--- src/rtl/piso_bit_serializer.sv ---
// Parallel-in, serial-out bit serializer with valid/ready load handshake.
// Optional macro PISO_HOLD_BUFFER_EN adds a one-entry hold buffer for gapless word streaming.
module piso_bit_serializer #(
  parameter int unsigned WIDTH     = 8,
  parameter bit          MSB_FIRST = 1'b1
) (
  input  logic             clk,
  input  logic             reset,
  input  logic [WIDTH-1:0] data_in,
  input  logic             load_valid,
  output logic             load_ready,
  output logic             out,
  output logic             out_valid,
  output logic             busy,
  output logic             frame_done
);

  localparam int unsigned CNT_W = (WIDTH > 1) ? $clog2(WIDTH) : 1;
  localparam logic [CNT_W-1:0] LAST_CNT = CNT_W'(WIDTH - 1);

  typedef enum logic {
    IDLE  = 1'b0,
    SHIFT = 1'b1
  } state_t;

  state_t           state, state_n;
  logic [WIDTH-1:0] shreg, shreg_n;
  logic [CNT_W-1:0] cnt, cnt_n;
  logic             out_n, out_valid_n, busy_n, frame_done_n;
  logic             ready;
  logic             xfer;
  logic             last_bit;

`ifdef PISO_HOLD_BUFFER_EN
  logic [WIDTH-1:0] hbuf, hbuf_n;
  logic             hfull, hfull_n;
`endif

  // Bit that sits at the output end of a word for the configured order.
  function automatic logic head_bit(input logic [WIDTH-1:0] w);
    return MSB_FIRST ? w[WIDTH-1] : w[0];
  endfunction

  // Move the word one place toward the output end, zero filling behind it.
  function automatic logic [WIDTH-1:0] shift_word(input logic [WIDTH-1:0] w);
    return MSB_FIRST ? {w[WIDTH-2:0], 1'b0} : {1'b0, w[WIDTH-1:1]};
  endfunction

  // Load acceptance is a pure function of state; reset masks it.
  always_comb begin
    ready = 1'b0;
    if (!reset) begin
      unique case (state)
        IDLE:  ready = 1'b1;
`ifdef PISO_HOLD_BUFFER_EN
        SHIFT: ready = !hfull;
`else
        SHIFT: ready = 1'b0;
`endif
        default: ready = 1'b0;
      endcase
    end
  end

  assign load_ready = ready;
  assign xfer       = load_valid && ready;
  assign last_bit   = (cnt == LAST_CNT);

  // Next-state, datapath and next-output logic.
  always_comb begin
    state_n = state;
    shreg_n = shreg;
    cnt_n   = cnt;
`ifdef PISO_HOLD_BUFFER_EN
    hbuf_n  = hbuf;
    hfull_n = hfull;
`endif

    unique case (state)
      IDLE: begin
        if (xfer) begin
          shreg_n = data_in;
          cnt_n   = '0;
          state_n = SHIFT;
        end
      end

      SHIFT: begin
        if (last_bit) begin
`ifdef PISO_HOLD_BUFFER_EN
          if (hfull) begin
            shreg_n = hbuf;
            cnt_n   = '0;
            hfull_n = 1'b0;
          end else if (xfer) begin
            shreg_n = data_in;
            cnt_n   = '0;
          end else begin
            shreg_n = '0;
            cnt_n   = '0;
            state_n = IDLE;
          end
`else
          shreg_n = '0;
          cnt_n   = '0;
          state_n = IDLE;
`endif
        end else begin
          shreg_n = shift_word(shreg);
          cnt_n   = cnt + CNT_W'(1);
`ifdef PISO_HOLD_BUFFER_EN
          if (xfer) begin
            hbuf_n  = data_in;
            hfull_n = 1'b1;
          end
`endif
        end
      end

      default: begin
        state_n = IDLE;
        shreg_n = '0;
        cnt_n   = '0;
      end
    endcase

    out_n        = 1'b0;
    out_valid_n  = 1'b0;
    busy_n       = 1'b0;
    frame_done_n = 1'b0;
    if (state_n == SHIFT) begin
      out_n        = head_bit(shreg_n);
      out_valid_n  = 1'b1;
      busy_n       = 1'b1;
      frame_done_n = (cnt_n == LAST_CNT);
    end
  end

  // State, datapath and registered outputs.
  always_ff @(posedge clk) begin
    if (reset) begin
      state      <= IDLE;
      shreg      <= '0;
      cnt        <= '0;
      out        <= 1'b0;
      out_valid  <= 1'b0;
      busy       <= 1'b0;
      frame_done <= 1'b0;
    end else begin
      state      <= state_n;
      shreg      <= shreg_n;
      cnt        <= cnt_n;
      out        <= out_n;
      out_valid  <= out_valid_n;
      busy       <= busy_n;
      frame_done <= frame_done_n;
    end
  end

`ifdef PISO_HOLD_BUFFER_EN
  // Hold buffer registers.
  always_ff @(posedge clk) begin
    if (reset) begin
      hbuf  <= '0;
      hfull <= 1'b0;
    end else begin
      hbuf  <= hbuf_n;
      hfull <= hfull_n;
    end
  end
`endif

endmodule

--- config.mk ---
export PLATFORM = sky130hd
export DESIGN_NAME = piso_bit_serializer
export DESIGN_NICKNAME = d
export VERILOG_FILES = /design/src/rtl/piso_bit_serializer.sv
export SDC_FILE = /design/constraint.sdc
export NUM_CORES = 1
export LEC_CHECK = 0
export ABC_CLOCK_PERIOD_IN_PS = 1400
export CAP_MARGIN = 15
export CORE_UTILIZATION = 44
export CTS_BUF_LIST = sky130_fd_sc_hd__clkbuf_2 sky130_fd_sc_hd__clkbuf_4 sky130_fd_sc_hd__clkbuf_8
export CTS_CLUSTER_SIZE = 12
export DETAILED_ROUTE_END_ITERATION = 16
export PLACE_DENSITY = 0.75
export SYNTH_ARGS = -nofsm -noshare
export SYNTH_HDL_FRONTEND = slang
export SYNTH_SLANG_ARGS = --single-unit
--- constraint.sdc ---
create_clock -name clk -period 1.4 [get_ports clk]
set_clock_uncertainty 0.2 [all_clocks]
set_input_delay 0.21 -clock clk [delete_from_list [all_inputs] [get_ports clk]]
set_output_delay 0.21 -clock clk [all_outputs]
set_load 0.03 [all_outputs]
---- Word-level counts from Yosys, hierarchy flattened ----
Cells that the tools add are included.
cells by class
  add/subtract/negate cells ............... 1
  multipliers ............................. 0
  div/mod/pow operators ................... 0
  order comparisons ....................... 0
  equality and inequality tests ........... 3
  shift operators ......................... 0
  multiplexer cells ....................... 12
  bitwise logic cells ..................... 2
  reductions and logical operators ........ 2
operators with widths
  cell                                          number
  two-way mux 8 bit                             2
  case mux 8 bit (2 select lines)               1
  equality test 3 bit, second input constant    2
  two-way mux 3 bit                             2
  case mux 3 bit (2 select lines)               1
  two-way mux 1 bit                             4
  case mux 1 bit (2 select lines)               2
  adder 3 x 1 -> 3 bit, second input constant   1
  inequality test 2 bit, second input constant  1
  inverter 1 bit                                2
  OR reduction 2 bit                            1
  logical AND 1 bit                             1
storage, ports and cells
  register bits ........................... 15
  bits in latches ......................... 0
  RAM bits ................................ 0
  ROM bits ................................ 0
  input bits .............................. 11
  output and inout port bits .............. 5
  logic and storage cells ................. 27
  memories kept ........................... 0

---- Depth between registers and ports, before layout ----
Gate-level depths: netlist of run 1.
  word-level depth ........................ 8
  mapped depth ............................ 5
  depth with buffers taken out ............ 5

---- Worst setup path before layout of run 1 ----
Ideal clock, no wire load.
  kind .................................... reg2out
  start point ............................. reg busy (netlist name)
  end point ............................... out load_ready
  arrival time ............................ 1.231 ns
  data required time ...................... 0.990 ns
  slack ................................... -0.241 ns
  stages on the path, launching flop included .. 4
  path through ............................ dfxtp_1 > buf_2 > buf_1 > nor2_1
RTL lines
  item           line  source
  end, declared  11    output logic load_ready,

---- Final worst setup path of run 1 ----
  start point ............................. reg cnt[1]
  end point ............................... reg shreg[7]
on the way
  word-level cells in the longest chain between the ends .. 3
ends and longest elaborated chain
  item                             line  source
  start, declared                  28    logic [CNT_W-1:0] cnt, cnt_n;
  start signal, assigned           152   cnt <= cnt_n;
  equality test 3 bit              67    assign last_bit = (cnt == LAST_CNT);
  two-way mux 8 bit                89    if (last_bit) begin
  case mux 8 bit (2 select lines)  79    unique case (state)
  end signal, assigned             151   shreg <= shreg_n;
  end, declared                    27    logic [WIDTH-1:0] shreg, shreg_n;
No other way between the ends.
A chain may end at the register's enable or synchronous reset.

==> results.txt, run 1 <==
- Count of final setup violators: 7
- Before CTS, the worst setup slack after placement is -0.351 ns.
- RSZ-0062 raised after global routing: true
- Total instance count after detailed placement: 99
- Overall track demand over capacity in global routing: 0.226
* Transition time at the pin with the least slew margin: 0.412 ns
- Of the synthesized area, sequential elements account for 0.427.
* Via count normalized by instance count: 5.47
- The filler cells instantiated in the layout total 107.
- For this block, the via count after detailed routing is 580.
- P&R area growth vs syn: 48.3%
- Hold path depth: 3
- In the finished design, the share of the clock period the worst path needs comes to 1.06.
- Uppermost layer routed: met4
- Detailed-placement wirelength estimate: 1000 um
- The congestion estimate from routability-driven global placement came to 0.666.
* Antenna violations before repair: 0
* Clock tree root driver cell: sky130_fd_sc_hd__clkbuf_4
- Run status: finished with violations
- Count of unique library cells instantiated by Yosys: 26
- First-pass detailed-route iteration total: 3
- Detail-routed net length per standard cell: 15.6 um
- The worst setup path is of the reg2reg kind.
* Maximum number of pins on one net before global-route repair: 12
- Final Hold Viols: 0
* Worst Setup Start Kind: flop
- Number of cells traversed by the worst register-to-register path: 5
- Summing all multi-input logic gate instances after layout gives 389 um^2.
- The final max-slew violation count came to 0.
* Final #Nets: 105
- The finished cells cover 972 um^2.
- TritonCTS built the clock tree.
* First-pass GRT wire length: 2380 um
- Number of clock buffers inserted by TritonCTS: 3
- Synthesis inferred 14 register bits.
- Subtracting the final worst setup slack from the clock period gives 1.48 ns.
- Port buffering added 15 buffers.
- Count of placed standard cells in the final layout, fillers left out: 106
- Measured against its own limit, the worst slew margin works out to 0.725.
- Yosys warnings: 0
- Clock latency at the later pin of the worst-skew pair: 0.28 ns
- The detail route stage leaves a number of antenna-violating nets equal to 0.
- When the netlist entered floorplanning its net count stood at 79.
- Registers take 287 um^2.
- Synthesis produced a netlist whose cell count is 66.
- In this run the standard cell core region covers 1350 um^2.
- The floorplan step set the die width to 40.6 um.
- Portion of synthesized cell area occupied by the leading cell type: 0.427
- Clock Sinks: 14
- Starting utilization of the core area: 0.486
* Highest fanout seen on the critical path: 4
- The checks that failed: negative setup slack.
- At the worst endpoint, the required time is 1.37 ns.
- Max capacitance violation total: 0
- Number of antenna repair diodes: 0
- Total placed instance area: 877 um^2
- After the first detailed-routing iteration, the DRC count stood at 7.
* Number of global-route vias before repair: 567
* Area contributors post-synth: sky130_fd_sc_hd__dfxtp_1 43%, sky130_fd_sc_hd__mux2_2 10%, sky130_fd_sc_hd__nand3b_1 6.9%
- Wire segments on met3 add up to 80 um in the final route.
- For this run, design rule violations remaining after detail routing come to 0.
- CTS clk-pin slew, worst paths: 0.09 ns
- Total power per unit cell area: 926 nW/um^2
- Cell row count: 13
- Worst VDD drop: 0.732 mV
* Cell type with the highest aggregate area in the netlist: sky130_fd_sc_hd__dfxtp_1
- Hold Crit Class: in2reg
- Wires add up to 1650 um.
- Mean area per synthesized cell: 9.93 um^2
* Die height: 40.6 um
- In the final layout, the share of cells above drive strength 1 is 0.451.
* Nature of the critical path endpoint: flop
- Post-layout total power: 900 uW
- After detailed routing, the met2 layer carries 870 um of wire.
* Area of the mapped netlist: 656 um^2
* Lkg Pwr: 0.000393 uW
- Based on the critical path, the design can be clocked at up to 0.677 GHz.
- Crit path arrival time: 1.45 ns
- CTS built an H-tree with a depth of 1.
- 16 I/O pins were placed.
* Post-Route M1 WL: 673 um
* Total global routing overflow: 0
* Die ar.: 1650 um^2
* Setup ws final: -0.0771 ns
- Buffer levels on the longest clock path: 2
## cell usage after synthesis
library cell                instances
sky130_fd_sc_hd__a2111oi_2          1
sky130_fd_sc_hd__a211oi_1           1
sky130_fd_sc_hd__a21oi_1            7
sky130_fd_sc_hd__a21oi_2            1
sky130_fd_sc_hd__a22oi_1            1
sky130_fd_sc_hd__a311oi_2           1
sky130_fd_sc_hd__and3_1             1
sky130_fd_sc_hd__and3b_1            1
sky130_fd_sc_hd__and4bb_2           1
sky130_fd_sc_hd__buf_1              1
sky130_fd_sc_hd__buf_2              1
sky130_fd_sc_hd__buf_4              1
sky130_fd_sc_hd__buf_6              1
sky130_fd_sc_hd__clkbuf_1           1
sky130_fd_sc_hd__dfxtp_1           14
sky130_fd_sc_hd__ha_1               2
sky130_fd_sc_hd__inv_1              1
sky130_fd_sc_hd__mux2_2             6
sky130_fd_sc_hd__mux2i_1            1
sky130_fd_sc_hd__nand2_1            7
sky130_fd_sc_hd__nand3b_1           6
sky130_fd_sc_hd__nor2_1             5
sky130_fd_sc_hd__nor3_1             1
sky130_fd_sc_hd__nor3b_1            1
sky130_fd_sc_hd__or2b_1             1
sky130_fd_sc_hd__or3b_4             1
## power by group
group	leakage (uW)	switching, uW	total (uW)	internal, uW
logic	0.000256	81.5	174	92.3
registers	0.000116	14.1	432	418
clock network	0.0000210	136	294	158
## kinds of logic (layout without fill, tap and decap cells)
group	Yosys count	after routing	synth area share
flip-flops	14	14	0.427
AO/OA/AOI/OAI	12	12	0.135
buffers and inverters	6	31	0.0534
multiplexers	7	7	0.118
adder cells (fa/ha/maj)	2	2	0.0382
AND/OR/NAND/NOR	25	25	0.227
## flip-flops by register name, summed over array words and instances (netlist names)
| register | count |
|---|---|
| busy | 1 |
| shreg | 8 |
| out | 1 |
| cnt | 3 |
| frame_done | 1 |
## through the flow
step / setup TNS, ns / utilization / hold slack [ns]
floorplan: -0.121 / - / 0.0691
global placement: -3.09 / 0.650 / 0.267
detailed placement: -3.51 / 0.650 / 0.271
CTS: -0.121 / 0.703 / 0.241
global route: -0.666 / 0.720 / 0.266
finish: -0.304 / 0.720 / 0.250
## final timing paths
path | from | endpoint | slack, ns
setup / recovery | cnt[1]$_SDFF_PP0_ | shreg[7]$_SDFF_PP0_ | -0.08
hold / removal | load_valid | cnt[1]$_SDFF_PP0_ | 0.25
setup reg to reg | cnt[1]$_SDFF_PP0_ | shreg[7]$_SDFF_PP0_ | -0.08
hold reg to reg | shreg[2]$_SDFFE_PP0P_ | shreg[3]$_SDFFE_PP0P_ | 0.28
## per-layer routing
metal	track usage	up-vias
li1	-	284
met1	0.253	280
met2	0.389	12
met3	0.0833	4
met4	0.0750	0
met5	0	-
## cell usage in the layout (no fill, tap or decap), drive strengths merged
master | netlist | layout
dfxtp | 14 | 14
inv | 1 | 1
a211oi | 1 | 1
buf | 4 | 15
and3 | 1 | 1
clkdlybuf4s50 | 0 | 8
or3b | 1 | 1
nor3 | 1 | 1
and3b | 1 | 1
nand2 | 7 | 7
nand3b | 6 | 6
and4bb | 1 | 1
clkbuf | 1 | 5
nor2 | 5 | 5
a21oi | 8 | 8
or2b | 1 | 1
a311oi | 1 | 1
a22oi | 1 | 1
ha | 2 | 2
mux2 | 6 | 6
dlygate4sd2 | 0 | 2
a2111oi | 1 | 1
mux2i | 1 | 1
nor3b | 1 | 1
## what timing repair did
action | in CTS | in global routing
hold buffers | 0 | 0
gates resized for setup | 9 | 7
endpoints found under the setup margin | 12 | 10
endpoints found under the hold margin | 0 | 0
buffers inserted | 2 | 1
pin swaps | 3 | 1
## area by class of cell
class | count | share of cell area
multi-input combinational | 46 | 0.400
sequential | 14 | 0.295
timing repair buffer | 26 | 0.245
clock buffer | 4 | 0.0373
tap | 15 | 0.0193
inverter | 1 | 0.00386
## critical path, stage by stage (launching register included)
cell and delay, ns:
sky130_fd_sc_hd__dfxtp_2 0.36, sky130_fd_sc_hd__ha_4 0.14, sky130_fd_sc_hd__ha_4 0.14, sky130_fd_sc_hd__and3b_1 0.18, sky130_fd_sc_hd__a311oi_2 0.26, sky130_fd_sc_hd__nor2_1 0.09
(Power assumes the default switching activity.)
==> run 2: changes to the inputs <==
--- a/config.mk
+++ b/config.mk
@@ -6,7 +6,7 @@
 export NUM_CORES = 1
 export LEC_CHECK = 0
 export ABC_CLOCK_PERIOD_IN_PS = 1400
-export CAP_MARGIN = 15
+export CAP_MARGIN = 20
 export CORE_UTILIZATION = 44
 export CTS_BUF_LIST = sky130_fd_sc_hd__clkbuf_2 sky130_fd_sc_hd__clkbuf_4 sky130_fd_sc_hd__clkbuf_8
 export CTS_CLUSTER_SIZE = 12
==> results of run 2 <==
Final layout, timing and power as in run 1 (identical DEF).
